$ cat src/rtl/pixel_fb_writer_pkg.sv
// pixel_fb_writer_pkg
//   Shared framebuffer constants, the writer FSM state encoding and the
//   (x,y) -> linear address helper. The rocket and scan-out blocks import
//   this package as well, so they all agree on geometry and widths.
package pixel_fb_writer_pkg;

  localparam int X_SCREEN_PIXELS = 160;
  localparam int Y_SCREEN_PIXELS = 120;
  localparam int FB_SIZE         = X_SCREEN_PIXELS * Y_SCREEN_PIXELS;
  localparam int COLOUR_W        = 3;
  localparam int FB_ADDR_W       = 15;
  localparam int X_W             = 8;
  localparam int Y_W             = 7;

  typedef enum logic [1:0] {
    S_IDLE       = 2'd0,
    S_DRAIN      = 2'd1,
    S_CLEAR      = 2'd2,
    S_CLEAR_DONE = 2'd3
  } fb_state_e;

  // y*160 + x built from shifts: 160 = 128 + 32.
  function automatic logic [FB_ADDR_W-1:0] fb_addr(input logic [X_W-1:0] px,
                                                   input logic [Y_W-1:0] py);
    return (FB_ADDR_W'(py) << 7) + (FB_ADDR_W'(py) << 5) + FB_ADDR_W'(px);
  endfunction

endpackage

$ cat src/rtl/pixel_fb_writer_plot_fifo.sv
// plot_fifo
//   Small synchronous FIFO holding pending plot requests ({addr,colour}).
//   Pointer based; DEPTH must be a power of two (>= 2) so the pointers wrap
//   naturally. Read data is combinational from the head entry.
// Ports
//   clk_i, rst_ni      clock, asynchronous active-low reset
//   push_i, wdata_i    write an entry (ignored when full)
//   pop_i, rdata_o     remove the head entry (ignored when empty)
//   full_o, empty_o    occupancy flags
//   count_o            current occupancy, 0..DEPTH
module plot_fifo #(
  parameter  int WIDTH = 18,
  parameter  int DEPTH = 4,
  localparam int PTR_W = $clog2(DEPTH),
  localparam int CNT_W = PTR_W + 1
) (
  input  logic             clk_i,
  input  logic             rst_ni,
  input  logic             push_i,
  input  logic [WIDTH-1:0] wdata_i,
  input  logic             pop_i,
  output logic [WIDTH-1:0] rdata_o,
  output logic             full_o,
  output logic             empty_o,
  output logic [CNT_W-1:0] count_o
);

  logic [WIDTH-1:0] store_q [DEPTH];
  logic [PTR_W-1:0] wr_ptr_q;
  logic [PTR_W-1:0] rd_ptr_q;
  logic [CNT_W-1:0] count_q;
  logic             do_push;
  logic             do_pop;

  assign full_o  = (count_q == CNT_W'(DEPTH));
  assign empty_o = (count_q == '0);
  assign count_o = count_q;
  assign rdata_o = store_q[rd_ptr_q];

  assign do_push = push_i && !full_o;
  assign do_pop  = pop_i && !empty_o;

  // Storage needs no reset: an entry is only read after it was written.
  always_ff @(posedge clk_i) begin
    if (do_push) store_q[wr_ptr_q] <= wdata_i;
  end

  always_ff @(posedge clk_i or negedge rst_ni) begin
    if (!rst_ni) begin
      wr_ptr_q <= '0;
      rd_ptr_q <= '0;
      count_q  <= '0;
    end else begin
      if (do_push) wr_ptr_q <= wr_ptr_q + PTR_W'(1);
      if (do_pop)  rd_ptr_q <= rd_ptr_q + PTR_W'(1);
      case ({do_push, do_pop})
        2'b10:   count_q <= count_q + CNT_W'(1);
        2'b01:   count_q <= count_q - CNT_W'(1);
        default: count_q <= count_q;
      endcase
    end
  end

endmodule

$ cat src/rtl/pixel_fb_writer.sv
// pixel_fb_writer
//   Receives the x/y/colour/plot stream from the drawing blocks, queues the
//   requests and writes them into the 160x120x3 framebuffer through a single
//   memory port shared with the VGA scan-out reader. Also performs a
//   hardware full-screen clear.
//
//   state        | meaning
//   S_IDLE       | nothing pending; start drain or clear
//   S_DRAIN      | popping queued plots into the framebuffer
//   S_CLEAR      | writing clear colour to addresses 0..FB_SIZE-1
//   S_CLEAR_DONE | last clear pixel written; pulse clear_done next
//
//   Port priority each cycle: scan-out read, then clear write, then FIFO
//   pop. A cycle taken by scan_rd simply stalls clear/drain.
// Ports
//   clk, reset                      clock, asynchronous active-low reset
//   x, y, colour, plot, plot_ready  plot request stream (valid/ready)
//   clear_req, clear_colour         start a full-screen clear
//   clear_done, busy                status
//   scan_rd, scan_addr              scan-out read request
//   scan_rdata, scan_valid          scan-out read response (1 cycle later)
//   mem_addr, mem_wdata, mem_wren   registered framebuffer port
//   mem_q                           framebuffer read data
//   drop_count                      saturating count of off-screen plots
module pixel_fb_writer
  import pixel_fb_writer_pkg::*;
#(
  parameter int FIFO_DEPTH = 4,
  parameter int ADDR_WIDTH = FB_ADDR_W
) (
  input  logic                  clk,
  input  logic                  reset,
  input  logic [X_W-1:0]        x,
  input  logic [Y_W-1:0]        y,
  input  logic [COLOUR_W-1:0]   colour,
  input  logic                  plot,
  output logic                  plot_ready,
  input  logic                  clear_req,
  input  logic [COLOUR_W-1:0]   clear_colour,
  output logic                  clear_done,
  output logic                  busy,
  input  logic                  scan_rd,
  input  logic [ADDR_WIDTH-1:0] scan_addr,
  output logic [COLOUR_W-1:0]   scan_rdata,
  output logic                  scan_valid,
  output logic [ADDR_WIDTH-1:0] mem_addr,
  output logic [COLOUR_W-1:0]   mem_wdata,
  output logic                  mem_wren,
  input  logic [COLOUR_W-1:0]   mem_q,
  output logic [7:0]            drop_count
);

  localparam int ENTRY_W = ADDR_WIDTH + COLOUR_W;
  localparam int CNT_W   = $clog2(FIFO_DEPTH) + 1;
  localparam logic [X_W-1:0]        X_LIM     = X_W'(X_SCREEN_PIXELS);
  localparam logic [Y_W-1:0]        Y_LIM     = Y_W'(Y_SCREEN_PIXELS);
  localparam logic [ADDR_WIDTH-1:0] LAST_ADDR = ADDR_WIDTH'(FB_SIZE - 1);

  fb_state_e             state_q;
  logic                  ready_en_q;
  logic [ADDR_WIDTH-1:0] clr_cnt_q;
  logic [COLOUR_W-1:0]   clr_colour_q;
  logic                  clear_done_q;
  logic                  scan_valid_q;
  logic [ADDR_WIDTH-1:0] mem_addr_q;
  logic [COLOUR_W-1:0]   mem_wdata_q;
  logic                  mem_wren_q;
  logic [7:0]            drop_q;
  logic [7:0]            drop_d;

  logic                  in_range;
  logic                  accept;
  logic                  push;
  logic                  drop_inc;
  logic                  pop;
  logic                  fifo_full;
  logic                  fifo_empty;
  logic [CNT_W-1:0]      fifo_count;
  logic [ENTRY_W-1:0]    fifo_wdata;
  logic [ENTRY_W-1:0]    fifo_rdata;
  logic [ADDR_WIDTH-1:0] fifo_addr;
  logic [COLOUR_W-1:0]   fifo_colour;

  // ready_en_q keeps plot_ready low until the first clock after reset.
  assign plot_ready = ready_en_q && !fifo_full && (state_q != S_CLEAR);
  assign busy       = (state_q == S_CLEAR) || (fifo_count != '0);
  assign clear_done = clear_done_q;
  assign scan_valid = scan_valid_q;
  // Gate with scan_valid so the read bus stays quiet outside responses.
  assign scan_rdata = scan_valid_q ? mem_q : '0;
  assign mem_addr   = mem_addr_q;
  assign mem_wdata  = mem_wdata_q;
  assign mem_wren   = mem_wren_q;
  assign drop_count = drop_q;

  always_comb begin
    in_range   = (x < X_LIM) && (y < Y_LIM);
    accept     = plot && plot_ready;
    push       = accept && in_range;
    drop_inc   = accept && !in_range;
    pop        = (state_q == S_DRAIN) && !scan_rd && !fifo_empty;
    fifo_wdata = {ADDR_WIDTH'(fb_addr(x, y)), colour};
    drop_d     = (drop_inc && (drop_q != 8'hFF)) ? drop_q + 8'd1 : drop_q;
  end

  assign fifo_addr   = fifo_rdata[ENTRY_W-1:COLOUR_W];
  assign fifo_colour = fifo_rdata[COLOUR_W-1:0];

  plot_fifo #(
    .WIDTH (ENTRY_W),
    .DEPTH (FIFO_DEPTH)
  ) u_plot_fifo (
    .clk_i   (clk),
    .rst_ni  (reset),
    .push_i  (push),
    .wdata_i (fifo_wdata),
    .pop_i   (pop),
    .rdata_o (fifo_rdata),
    .full_o  (fifo_full),
    .empty_o (fifo_empty),
    .count_o (fifo_count)
  );

  always_ff @(posedge clk or negedge reset) begin
    if (!reset) begin
      state_q      <= S_IDLE;
      ready_en_q   <= 1'b0;
      clr_cnt_q    <= '0;
      clr_colour_q <= '0;
      clear_done_q <= 1'b0;
      scan_valid_q <= 1'b0;
      mem_addr_q   <= '0;
      mem_wdata_q  <= '0;
      mem_wren_q   <= 1'b0;
      drop_q       <= '0;
    end else begin
      ready_en_q   <= 1'b1;
      clear_done_q <= 1'b0;
      scan_valid_q <= scan_rd;
      mem_wren_q   <= 1'b0;
      drop_q       <= drop_d;

      // Memory port arbitration; mem_wdata is left alone on reads.
      if (scan_rd) begin
        mem_addr_q <= scan_addr;
      end else if (state_q == S_CLEAR) begin
        mem_addr_q  <= clr_cnt_q;
        mem_wdata_q <= clr_colour_q;
        mem_wren_q  <= 1'b1;
      end else if (pop) begin
        mem_addr_q  <= fifo_addr;
        mem_wdata_q <= fifo_colour;
        mem_wren_q  <= 1'b1;
      end

      case (state_q)
        S_IDLE: begin
          if (!fifo_empty) begin
            state_q <= S_DRAIN;
          end else if (clear_req) begin
            state_q      <= S_CLEAR;
            clr_colour_q <= clear_colour;
            clr_cnt_q    <= '0;
          end
        end
        S_DRAIN: begin
          // A push this cycle keeps us draining instead of bouncing to idle.
          if (fifo_empty && !push) state_q <= S_IDLE;
        end
        S_CLEAR: begin
          if (!scan_rd) begin
            if (clr_cnt_q == LAST_ADDR) state_q <= S_CLEAR_DONE;
            else clr_cnt_q <= clr_cnt_q + ADDR_WIDTH'(1);
          end
        end
        S_CLEAR_DONE: begin
          clear_done_q <= 1'b1;
          state_q      <= S_IDLE;
        end
        default: state_q <= S_IDLE;
      endcase
    end
  end

endmodule

$ cat config.mk
export PLATFORM = sky130hd
export DESIGN_NAME = pixel_fb_writer
export DESIGN_NICKNAME = d
export VERILOG_FILES = /design/src/rtl/pixel_fb_writer_pkg.sv /design/src/rtl/pixel_fb_writer_plot_fifo.sv /design/src/rtl/pixel_fb_writer.sv
export SDC_FILE = /design/constraint.sdc
export NUM_CORES = 1
export LEC_CHECK = 0
export ABC_AREA = 1
export BUFFER_PORTS_ARGS = -buffer_cell sky130_fd_sc_hd__buf_2
export CAP_MARGIN = 5
export CORE_UTILIZATION = 25
export CTS_CLUSTER_DIAMETER = 100
export DETAILED_ROUTE_END_ITERATION = 8
export HOLD_SLACK_MARGIN = 0.06
export PLACE_DENSITY_LB_ADDON = 0.12
export SETUP_SLACK_MARGIN = 0.3
export SLEW_MARGIN = 20
export SYNTH_ARGS = -nofsm -noshare
export SYNTH_HDL_FRONTEND = slang
export SYNTH_SLANG_ARGS = --single-unit
$ cat constraint.sdc
create_clock -name clk -period 4.11 [get_ports clk]
set_clock_uncertainty 0.05 [all_clocks]
set_input_delay 0 -clock clk [delete_from_list [all_inputs] [get_ports clk]]
set_output_delay 0 -clock clk [all_outputs]
set_load 0.05 [all_outputs]
==> results.md, run 1 <==
* Status: finished, final reports clean
* Deepest clock path buffer count at 2
* Critical-path top delay cell: nand2_4
* Switching part of the total at 0.2694
* Post_cts resized at 0
* Fraction of registers with async set/reset at 0.4419
* IO buf count at 77
* Hpwl dp at 10.66 mm
* I/O Pins at 78
* P_leak at 3.507 nW
* Pre-CTS WS at 1614 ps
* Max Cap Viol at 0
* # rows at 58
* DIE HEIGHT at 161.8 um
* Commonest non-fill, non-tap cell in the layout: nand2_1
* Clock group share of total power at 0.455
* Synthesized area per cell at 9.955 sq um
* GP Congestion at 0.8203
* Post-synthesis register bit count at ~130
* Max frequency at 0.4015 GHz
* Total clock sinks at between 100 and 150
* Most frequent cells in the layout: nand2_1, nor2_1, buf_2, edfxtp_1, dfrtp_1
* Crit path required time at between 4000 and 5000 ps
* CTS Buf Count at 17
* Max layer used: met4
* Final Cell Area at 0.008239 sq mm
* Nets at 840
* Largest net degree at the start of global routing at 58
* Post-layout util at 0.3281
* H-tree levels at 4
* Critical path buffers and inverters at 1
* Clock slew at reported path FFs at 60 ps
* Internal power at approximately 0.0026 W
* Die ar. at 0.02617 sq mm
* Drt wl/cell at 14.37 um
* Vias per inst at 4.312
* Metal3 WL at between 400 and 500 um
* # setup viols final at 0
* CP max stage delay at 470 ps
* Syn nets at between 700 and 800
* Crit path kind: flip-flop to flip-flop
* Global-route wire length before repair at 25.44 mm
* Register area share after synthesis at 0.5624
* Wl on met1 at 7.480 mm
* Core footprint at around 0.025 sq mm
* Vias at 4812
* Class of the worst hold path: input port to flip-flop
* Vias in the first global route at 4690
* CP cell instances: nand2_4 -> nand2_2 -> nor2_4 -> nand3_2 -> ha_1 -> inv_1 -> fa_1 -> nor2_1 -> nor2_1 -> nand2_1 -> xor2_1
* Synth warn at 0
* Min Tclk post-route at 2491 ps
* Slew at the pin closest to its max-slew limit at 1027 ps
* Rel. slew slack at 0.3153
* Setup TNS at 0 ps
* Multi-input logic area at 0.002460 sq mm
* Critical path peak fanout at 45
* Total iterations of the first detailed-routing run at 7
* Final period utilization at 0.6060
* Comb power frac at 0.115
* Unrepaired setup endpoints after global routing: no
* Hold Violations, Final at 0
* # DRC at 0
* Switching power total at roughly 0.00095 W
* Max VDD drop at about 0.24 mV
* Root buf cell: clkbuf_16
* Initial Util at 0.2541
* Gr usage total at 0.1276
* Initial antenna violation count at 0
* Fraction of layout cells with a size suffix above 1 at 0.2010
* Mapped Area at 0.006381 sq mm
* Sequential cell fraction of total power at 0.429
* CP top delay family: simple AND/OR/NAND/NOR gates
* Post-synth EDFFs at 72
* Synth cell types at 39
* Area grow syn2layout at 29.12%
* Placed cell areas at between 0.007 and 0.008 sq mm
* Crit-path most repeated cell: nor2_1
* Grt ovf at 0
* Sequential Area at 0.003590 sq mm
* Power per cell area at 425.9 mW/mm^2
* Post-synth top flop: edfxtp_1
* ANT nets after route at 0
* Ant diodes at 0
* Met2 WL at between 7 and 8 mm
* TritonCTS clock tree: done
* Worst-Skew Late Latency at 420 ps
* Arrival @ worst endpoint at 2730 ps
* CP Launch Type: flip-flop
* Syn Inst Count at approximately 640
* Iteration-0 DRC Markers at 195
* Post-CTS setup buffer count at 0
* Fin. max-slew vios at 0
* Fillers at roughly 2.6k
* Worst setup EP type: flip-flop
* Die width at 161.8 um
* DRT Wirelength at 16.03 mm
* Setup slack after layout at roughly 1600 ps
[power groups by stage]
stage	registers, W	clock network, W	logic [W]
2_1_floorplan	0.00158	0	0.000200
3_3_place_gp	0.00153	0	0.000369
3_5_place_dp	0.00153	0	0.000378
4_1_cts	0.00151	0.00164	0.000414
5_1_grt	0.00151	0.00169	0.000448
6_report	0.00151	0.00160	0.000405
[tightest hold or removal path, stage by stage]
cell   delay (ps)
buf_2          90
ha_1          120
ha_1          230
[final timing paths]
kind                                                    start                                  end  slack, ps  cells past startpoint
max                                    state_q[1]$_DFFE_PN0P_   u_plot_fifo.count_o[2]$_DFFE_PN0P_       1620                     11
min                                                      x[6]  u_plot_fifo.store_q[3][9]$_DFFE_PP_        110                      3
max reg2reg                            state_q[1]$_DFFE_PN0P_   u_plot_fifo.count_o[2]$_DFFE_PN0P_       1620                     11
min reg2reg                u_plot_fifo.count_o[0]$_DFFE_PN0P_   u_plot_fifo.count_o[0]$_DFFE_PN0P_        440                      1
max in group asynchronous                               reset  u_plot_fifo.rd_ptr_q[1]$_DFFE_PN0P_       3240                      3
min in group asynchronous                               reset              mem_addr[0]$_DFFE_PN0P_        220                      3
[registers in the layout, summed over array words and instances (netlist names), 2 cells and up]
signal                count
drop_count                8
u_plot_fifo.count_o       3
mem_addr                 15
u_plot_fifo.wr_ptr_q      2
mem_wdata                 3
u_plot_fifo.store_q      72
u_plot_fifo.rd_ptr_q      2
clr_cnt_q                15
state_q                   2
clr_colour_q              3
[Yosys cell counts (3+ instances only)]
cell type	number	area [sq um]
edfxtp_1	72	2162
inv_1	47	176.4
nand2_2	10	62.56
fa_1	3	60.06
inv_2	5	18.77
xor2_1	18	157.7
o22ai_1	5	31.28
nand2_4	4	45.04
clkbuf_1	12	45.04
nor2_1	88	330.3
nand2_1	117	439.2
a21oi_1	8	40.04
xnor2_1	5	43.79
nand4_1	7	43.79
o21ai_2	10	87.58
dfrtp_1	57	1426
ha_1	20	250.2
buf_2	6	30.03
nor2_4	4	45.04
o21ai_0	46	230.2
nand3_1	35	175.2
nor3_1	7	35.03
o21ai_1	5	25.02
nand3_2	3	30.03
o211ai_1	30	225.2
[layout make-up]
cell class                      instances  share of cell area
Inverter                               53             0.02415
Multi-Input combinational cell        436              0.2986
Sequential cell                       129              0.4357
Tap cell                              330             0.05011
Clock buffer                           17             0.05163
Clock inverter                         15             0.02354
Timing Repair Buffer                  136              0.1163
[kinds of logic (layout without fill, tap and decap cells)]
logic type | count (synthesis) | after routing | synth area share
simple gates | 282 | 282 | 0.2002
flops | 129 | 129 | 0.5624
buf+inv | 76 | 221 | 0.05216
other cells | 1 | 1 | 0.0005877
xor+xnor | 23 | 23 | 0.03157
compound gates | 107 | 107 | 0.1045
fa+ha+maj | 23 | 23 | 0.04863
[through the flow]
stage               power, W  hold WS, ps  std cells
CTS                 0.003556        111.1       1116
global route        0.003652        146.5       1116
floorplan           0.001784       -345.6        641
global placement    0.001898        163.2       1032
finish              0.003509        112.8       1116
detailed placement  0.001908        150.9       1032
[metal layers]
metal / track usage / vias to the layer above
li1: - / 2439
met1: 0.1607 / 2267
met2: 0.2162 / 89
met3: 0.02222 / 17
met4: 0.05103 / 0
met5: 0 / -
[repair_timing]
item	4_1_cts	5_1_grt
setup endpoints to repair	0	0
endpoints found under the hold margin	131	0
hold buffers	52	0
Power figures use the tool's default switching activity.
==> inputs of run 2 (changes only) <==
- ABC_AREA: 1 -> 0
- clock period: 4.11 -> 2.6 ns (I/O delays scaled with it)
==> run 2 against run 1 <==
Compared with the run above:
- setup slack got worse by 1300 ps
- first-iteration DRC count grew 21%
- via count decreased by 14%
- worst hold slack lost 28 ps
- final cell count is 17% lower
- area after synthesis down 4.4%
- register-to-register slack worse by 1300 ps
- clock-buffer cell count is the same
- largest cell class unchanged
- routed wire length decreased by 4.0%
==> results.md, run 2 <==
* DRT Wirelength at 15.39 mm
* Synthesized area per cell at ~13 sq um
* Post-synthesis register bit count at roughly 130
* Max Cap Viol at 0
* Yosys top cell area share at 0.3545
* Register area share after synthesis at 0.5884
* # rows at 56
* Arrival @ worst endpoint at 2570 ps
* Deepest clock path buffer count at 2
* Nets at 664
* Status: finished, final reports clean
* Root buf cell: clkbuf_16
* Post-synth EDFFs at 72
* Fillers at 2440
* Crit-path most repeated cell: xor2_1
* Largest Register: u_plot_fifo.store_q
* # DRC at 0
* Total iterations of the first detailed-routing run at 6
* Iteration-0 DRC Markers at 235
* TritonCTS clock tree: done
* H-tree levels at 4
* Pre-CTS WS at 162.8 ps
* Inst Count DP at 860
* Initial antenna violation count at 0
* Hold Violations, Final at 0
* Ant diodes at 0
* Fraction of registers with async set/reset at 0.4419
* Largest area contributor in the netlist: edfxtp_1
* Gr usage total at 0.1308
* Levels on crit path at 10
* Fraction of layout cells with a size suffix above 1 at 0.2787
* Max reg flops at slightly above 70
* DIE HEIGHT at 158.2 um
* GP Congestion at 0.8404
* Hpwl dp at 10.64 mm
* Reg-to-Reg End: u_plot_fifo.count_o[2]$_DFFE_PN0P_
* ANT nets after route at 0
* I/O Pins at 78
* Core footprint at 0.02368 sq mm
* # setup viols final at 0
* Setup TNS at 0 ps
* Die ar. at 0.02502 sq mm
* Mapped Area at about 0.006 sq mm
* Syn Inst Count at 465
* Commonest non-fill, non-tap cell in the layout: buf_2
* Crit path kind: flip-flop to flip-flop
* Power per cell area at 681.9 mW/mm^2
* Crit path required time at roughly 2900 ps
* Critical path buffers and inverters at 2
* Vias in the first global route at approximately 4.2k
* Global-route wire length before repair at 23.72 mm
* Synth warn at 0
* Max VDD drop at 0.2800 mV
* Total clock sinks at roughly 130
* Most frequent cells in the layout: buf_2, edfxtp_1, dfrtp_1, nand2_1, dlygate4sd3_1
* Vias at 4146
* Max frequency at ~0.44 GHz
* CP endpoint: u_plot_fifo.count_o[2]$_DFFE_PN0P_
* Fin. max-slew vios at 0
* Critical path peak fanout at 3
* CP cell instances: or3b_4 -> and4_4 -> and2_4 -> inv_4 -> ha_4 -> inv_2 -> fa_2 -> xor2_1 -> nor2_1 -> xor2_1
* Initial Util at 0.2575
* Reg2reg setup slack at 330 ps
* CTS Buf Count at 17
* Area grow syn2layout at 31.19%
* Slew at the pin closest to its max-slew limit at about 800 ps
* Rel. slew slack at 0.4671
* Largest net degree at the start of global routing at between 50 and 60
* Unrepaired setup endpoints after global routing: yes
* Largest cells by area after synthesis: edfxtp_1, dfrtp_1, mux4_2
* Worst setup EP type: flip-flop
* Min Tclk post-route at 2273 ps
* Post-synth top cells: edfxtp_1, dfrtp_1, nand2_1
* Critical-path top delay cell: or3b_4
* Setup slack after layout at 327.3 ps
* IO buf count at 77
* Worst-Skew Late Latency at 420 ps
* Count leader, synth: edfxtp_1
* Grt ovf at 0
* Worst Setup SP: u_plot_fifo.count_o[1]$_DFFE_PN0P_
* Drt wl/cell at 16.56 um
* Final period utilization at 0.8741
* Class of the worst hold path: input port to flip-flop
* Crit Reg-Reg Startpoint: u_plot_fifo.count_o[1]$_DFFE_PN0P_
* Vias per inst at about 4.5
* Die width at 158.2 um
* CP top delay family: simple AND/OR/NAND/NOR gates
* R2R depth at 10
* P_leak at 3.251 nW
* Synth cell types at 53
* Syn nets at 532
* Non-filler cells, final at 929
* Post-synth top flop: edfxtp_1
* Clock slew at reported path FFs at 60 ps
* CP Launch Type: flip-flop
* CP max stage delay at between 400 and 500 ps
==> run 2: changes by cell type in the layout (fill, tap and decap cells not counted), sizes merged, moves of 10 or more <==
cell         delta
nand2          -87
nor2           -84
o21ai          -54
nand3          -28
o211ai         -26
mux2i          +21
inv            -20
dlygate4sd3    -19
mux4           +18
buf            +17
nor3           +16
a221oi         +14
or4            +10
==> run 2: power breakdown <==
group          switching (W)  internal, W  total (W)
logic               0.000354     0.000216   0.000571
clock network        0.00106      0.00148    0.00254
registers          0.0000798      0.00226    0.00234
==> run 2: how the worst min path moves through the flow <==
stage | startpoint | cells after the start | end
6_report | clear_req | 5 | clr_cnt_q[12]$_DFFE_PN0P_
3_3_place_gp | clear_colour[1] | 3 | clr_colour_q[1]$_DFFE_PN0P_
2_1_floorplan | reset | 0 | clear_done$_DFF_PN0_
3_5_place_dp | clear_colour[1] | 3 | clr_colour_q[1]$_DFFE_PN0P_
5_1_grt | clear_req | 5 | clr_cnt_q[12]$_DFFE_PN0P_
4_1_cts | plot | 4 | drop_count[2]$_DFFE_PN0P_
==> run 2: cells by family (layout without fill, tap and decap cells) <==
| logic type | Yosys count | in the layout | synth area share |
|---|---|---|---|
| simple gates | 147 | 147 | 0.1293 |
| flops | 129 | 129 | 0.5884 |
| compound gates | 54 | 54 | 0.06402 |
| buf+inv | 51 | 196 | 0.03365 |
| mux | 44 | 44 | 0.1102 |
| fa+ha+maj | 23 | 23 | 0.05088 |
| xor+xnor | 16 | 16 | 0.02298 |
| other cells | 1 | 1 | 0.0006149 |
==> run 2: worst register-to-register path, stage by stage (launching register included) <==
cell,delay [ps]
dfrtp_1,400
or3b_4,410
and4_4,160
and2_4,150
inv_4,60
ha_4,130
inv_2,40
fa_2,350
xor2_1,160
nor2_1,130
xor2_1,160
==> run 2: final cells by class <==
type	count	area, sq um	share of cell area
Sequential cell	129	3588	0.4485
Multi-Input combinational cell	285	2357	0.2947
Timing Repair Buffer	134	908.4	0.1135
Clock buffer	17	425.4	0.05317
Tap cell	319	399.1	0.04989
Clock inverter	15	206.4	0.02581
Inverter	30	115.1	0.01439
==> run 2: what timing repair did <==
action	CTS	global route
pin swaps	3	4
endpoints found under the hold margin	124	0
setup endpoints to repair	1	11
hold buffers	33	0
resized for setup	2	8
setup buffers	3	1
==> run 2: routing by layer <==
metal	up-vias	share of wire	GRT usage	routed length (um)
met5	-	0	0	0
met4	0	0.017	0.04579	256
met1	2037	0.46	0.1676	7127
met2	73	0.49	0.2141	7607
li1	2021	-	-	-
met3	15	0.026	0.03175	397
==> run 2: per-stage QoR <==
step	hold WS [ps]	total power, W	utilization	instance area, sq um
after floorplan	-345.6	0.002716	-	6113
after global placement	156.2	0.002912	0.2943	6969
after detailed placement	165.1	0.002923	0.2943	6969
after CTS	105.5	0.005531	0.3362	7961
after global routing	132.3	0.005702	0.3378	8000
final	84.65	0.005455	0.3378	8000
==> inputs of run 3 (changes only) <==
- RECOVER_POWER: unset -> 100
- REMOVE_ABC_BUFFERS: unset -> 1
==> run 3 against run 2 <==
Compared with the run above:
- the run now ends with max-capacitance violations, max-slew violations left
- first-iteration DRC count down 4.3%
- combinational power down 3%
- flip-flop and latch count unchanged
- largest cell class unchanged
==> results.md, run 3 (synthesis results as in run 2) <==
* Final period utilization at 0.9090
* Ant diodes at 0
* Vias in the first global route at 4323
* Arrival @ worst endpoint at about 2400 ps
* CP Launch Type: input port
* Internal power at around 0.0038 W
* Total Power at 0.005238 W
* ANT nets after route at 0
* Crit-path most repeated cell: clkbuf_1
* Pre-CTS WS at 145.6 ps
* Max reg flops at 72
* Die ar. at about 0.025 sq mm
* Largest net degree at the start of global routing at 32
* Fraction of layout cells with a size suffix above 1 at 0.1909
* Area grow syn2layout at 29.38%
* CP max stage delay at 530 ps
* Fillers at 2445
* Initial Util at 0.2575
* I/O Pins at between 70 and 80
* Vias at 4255
* IO buf count at 77
* Largest Register: u_plot_fifo.store_q
* Crit path kind: input port to flip-flop
* Worst setup EP type: flip-flop
* Critical-path top delay cell: dlygate4sd3_1
* Core footprint at 0.02368 sq mm
* Hpwl dp at 10.77 mm
* P_leak at around 3 nW
* Drt wl/cell at about 16 um
* Setup TNS at 0 ps
* TritonCTS clock tree: done
* Failing checks: max-capacitance violations, max-slew violations
* Gr usage total at 0.1289
* Nets at 672
* # rows at 56
* Unrepaired setup endpoints after global routing: yes
* Power per cell area at 663.9 mW/mm^2
* Setup slack after layout at 236.6 ps
* Hold Violations, Final at 0
* Class of the worst hold path: input port to flip-flop
* Final Cell Area at between 0.007 and 0.008 sq mm
* Worst-Skew Late Latency at 410 ps
* Initial antenna violation count at 0
* Status: finished, violations left
* Total iterations of the first detailed-routing run at 4
* # DRC at 0
* Comb power frac at 0.105
* Min Tclk post-route at 2363 ps
* # setup viols final at 0
* Die width at 158.2 um
* Iteration-0 DRC Markers at 225
* Max Cap Viol at 1
* GP Congestion at 0.7940
* Max frequency at 0.4231 GHz
* Max VDD drop at 0.3063 mV
* Critical path buffers and inverters at 4
* CP top delay family: buffers and inverters
* Clock slew at reported path FFs at 60 ps
* Critical path peak fanout at 18
* Grt ovf at 0
* Global-route wire length before repair at 23.90 mm
* Placed cell areas at 0.007007 sq mm
* Vias per inst at 4.541
* Crit path required time at 2630 ps
* Rel. slew slack at -0.2123
* Slew at the pin closest to its max-slew limit at around 1800 ps
* Switching power total at ~0.0015 W
* Switching part of the total at 0.2824
* Commonest non-fill, non-tap cell in the layout: edfxtp_1
* Total clock sinks at 129
* DRT Wirelength at ~15 mm
* CTS Buf Count at 17
* DIE HEIGHT at approximately 160 um
* Sequential cell fraction of total power at 0.448
* Most frequent cells in the layout: edfxtp_1, dfrtp_1, clkbuf_1, nand2_1, dlygate4sd3_1
* Deepest clock path buffer count at 2
* Root buf cell: clkbuf_16
* Fin. max-slew vios at 32
* H-tree levels at 4
* CP cell instances: dlygate4sd3_1 -> clkbuf_1 -> o21a_1 -> a41oi_1 -> clkbuf_1 -> and3_1 -> clkbuf_4
* Clock group share of total power at 0.447
## run 3: worst paths after layout
check,startpoint,to,slack [ps],cells after the start
setup / recovery,x[5],u_plot_fifo.store_q[3][0]$_DFFE_PP_,240,7
hold / removal,clear_req,clr_cnt_q[12]$_DFFE_PN0P_,150,5
setup reg to reg,u_plot_fifo.count_o[1]$_DFFE_PN0P_,u_plot_fifo.count_o[2]$_DFFE_PN0P_,350,10
hold reg to reg,clr_colour_q[0]$_DFFE_PN0P_,clr_colour_q[0]$_DFFE_PN0P_,430,2
max in group asynchronous,reset,u_plot_fifo.rd_ptr_q[1]$_DFFE_PN0P_,760,3
min in group asynchronous,reset,drop_count[1]$_DFFE_PN0P_,540,3
## run 3: stage by stage
step | util | hold WS [ps] | cells
6_report | 0.3332 | 147.4 | 937
2_1_floorplan | - | -345.6 | 444
5_1_grt | 0.3332 | 180.3 | 937
3_3_place_gp | 0.2959 | -8.084 | 868
4_1_cts | 0.3357 | 84.18 | 935
3_5_place_dp | 0.2959 | -3.981 | 868
## run 3: cell type report
class | instances | area [sq um] | area share
clock inverter | 15 | 160.2 | 0.02030
sequential | 129 | 3588 | 0.4548
tap | 319 | 399.1 | 0.05059
timing repair buffer | 142 | 869.6 | 0.1102
inverter | 30 | 112.6 | 0.01427
clock buffer | 17 | 425.4 | 0.05392
multi-input combinational | 285 | 2335 | 0.2959
## run 3: what timing repair did
| action | in CTS | in global routing |
|---|---|---|
| hold endpoints to repair | 126 | 0 |
| gates resized for setup | 4 | 8 |
| setup buffers | 1 | 2 |
| setup endpoints to repair | 1 | 12 |
| pin swaps | 3 | 5 |
| hold buffers | 34 | 0 |
## run 3: worst min-delay path, cell delays in order
cell and delay (ps):
buf_2 90, nor3b_1 130, nand2_1 100, a2111oi_0 120, mux2i_1 120
## run 3: layer usage
metal | wire length (um) | track usage | vias to the layer above | share of wire
li1 | - | - | 2032 | -
met1 | 6969 | 0.1631 | 2157 | 0.46
met2 | 7727 | 0.2149 | 54 | 0.51
met3 | 277 | 0.02573 | 12 | 0.018
met4 | 222 | 0.05128 | 0 | 0.015
met5 | 0 | 0 | - | 0
## run 3: power groups by stage
stage                     logic [W]  registers (W)  clock network, W
after global placement     0.000520        0.00239                 0
after global routing       0.000614        0.00236           0.00248
after CTS                  0.000575        0.00235           0.00240
final                      0.000552        0.00235           0.00234
after detailed placement   0.000530        0.00239                 0
after floorplan            0.000244        0.00246                 0
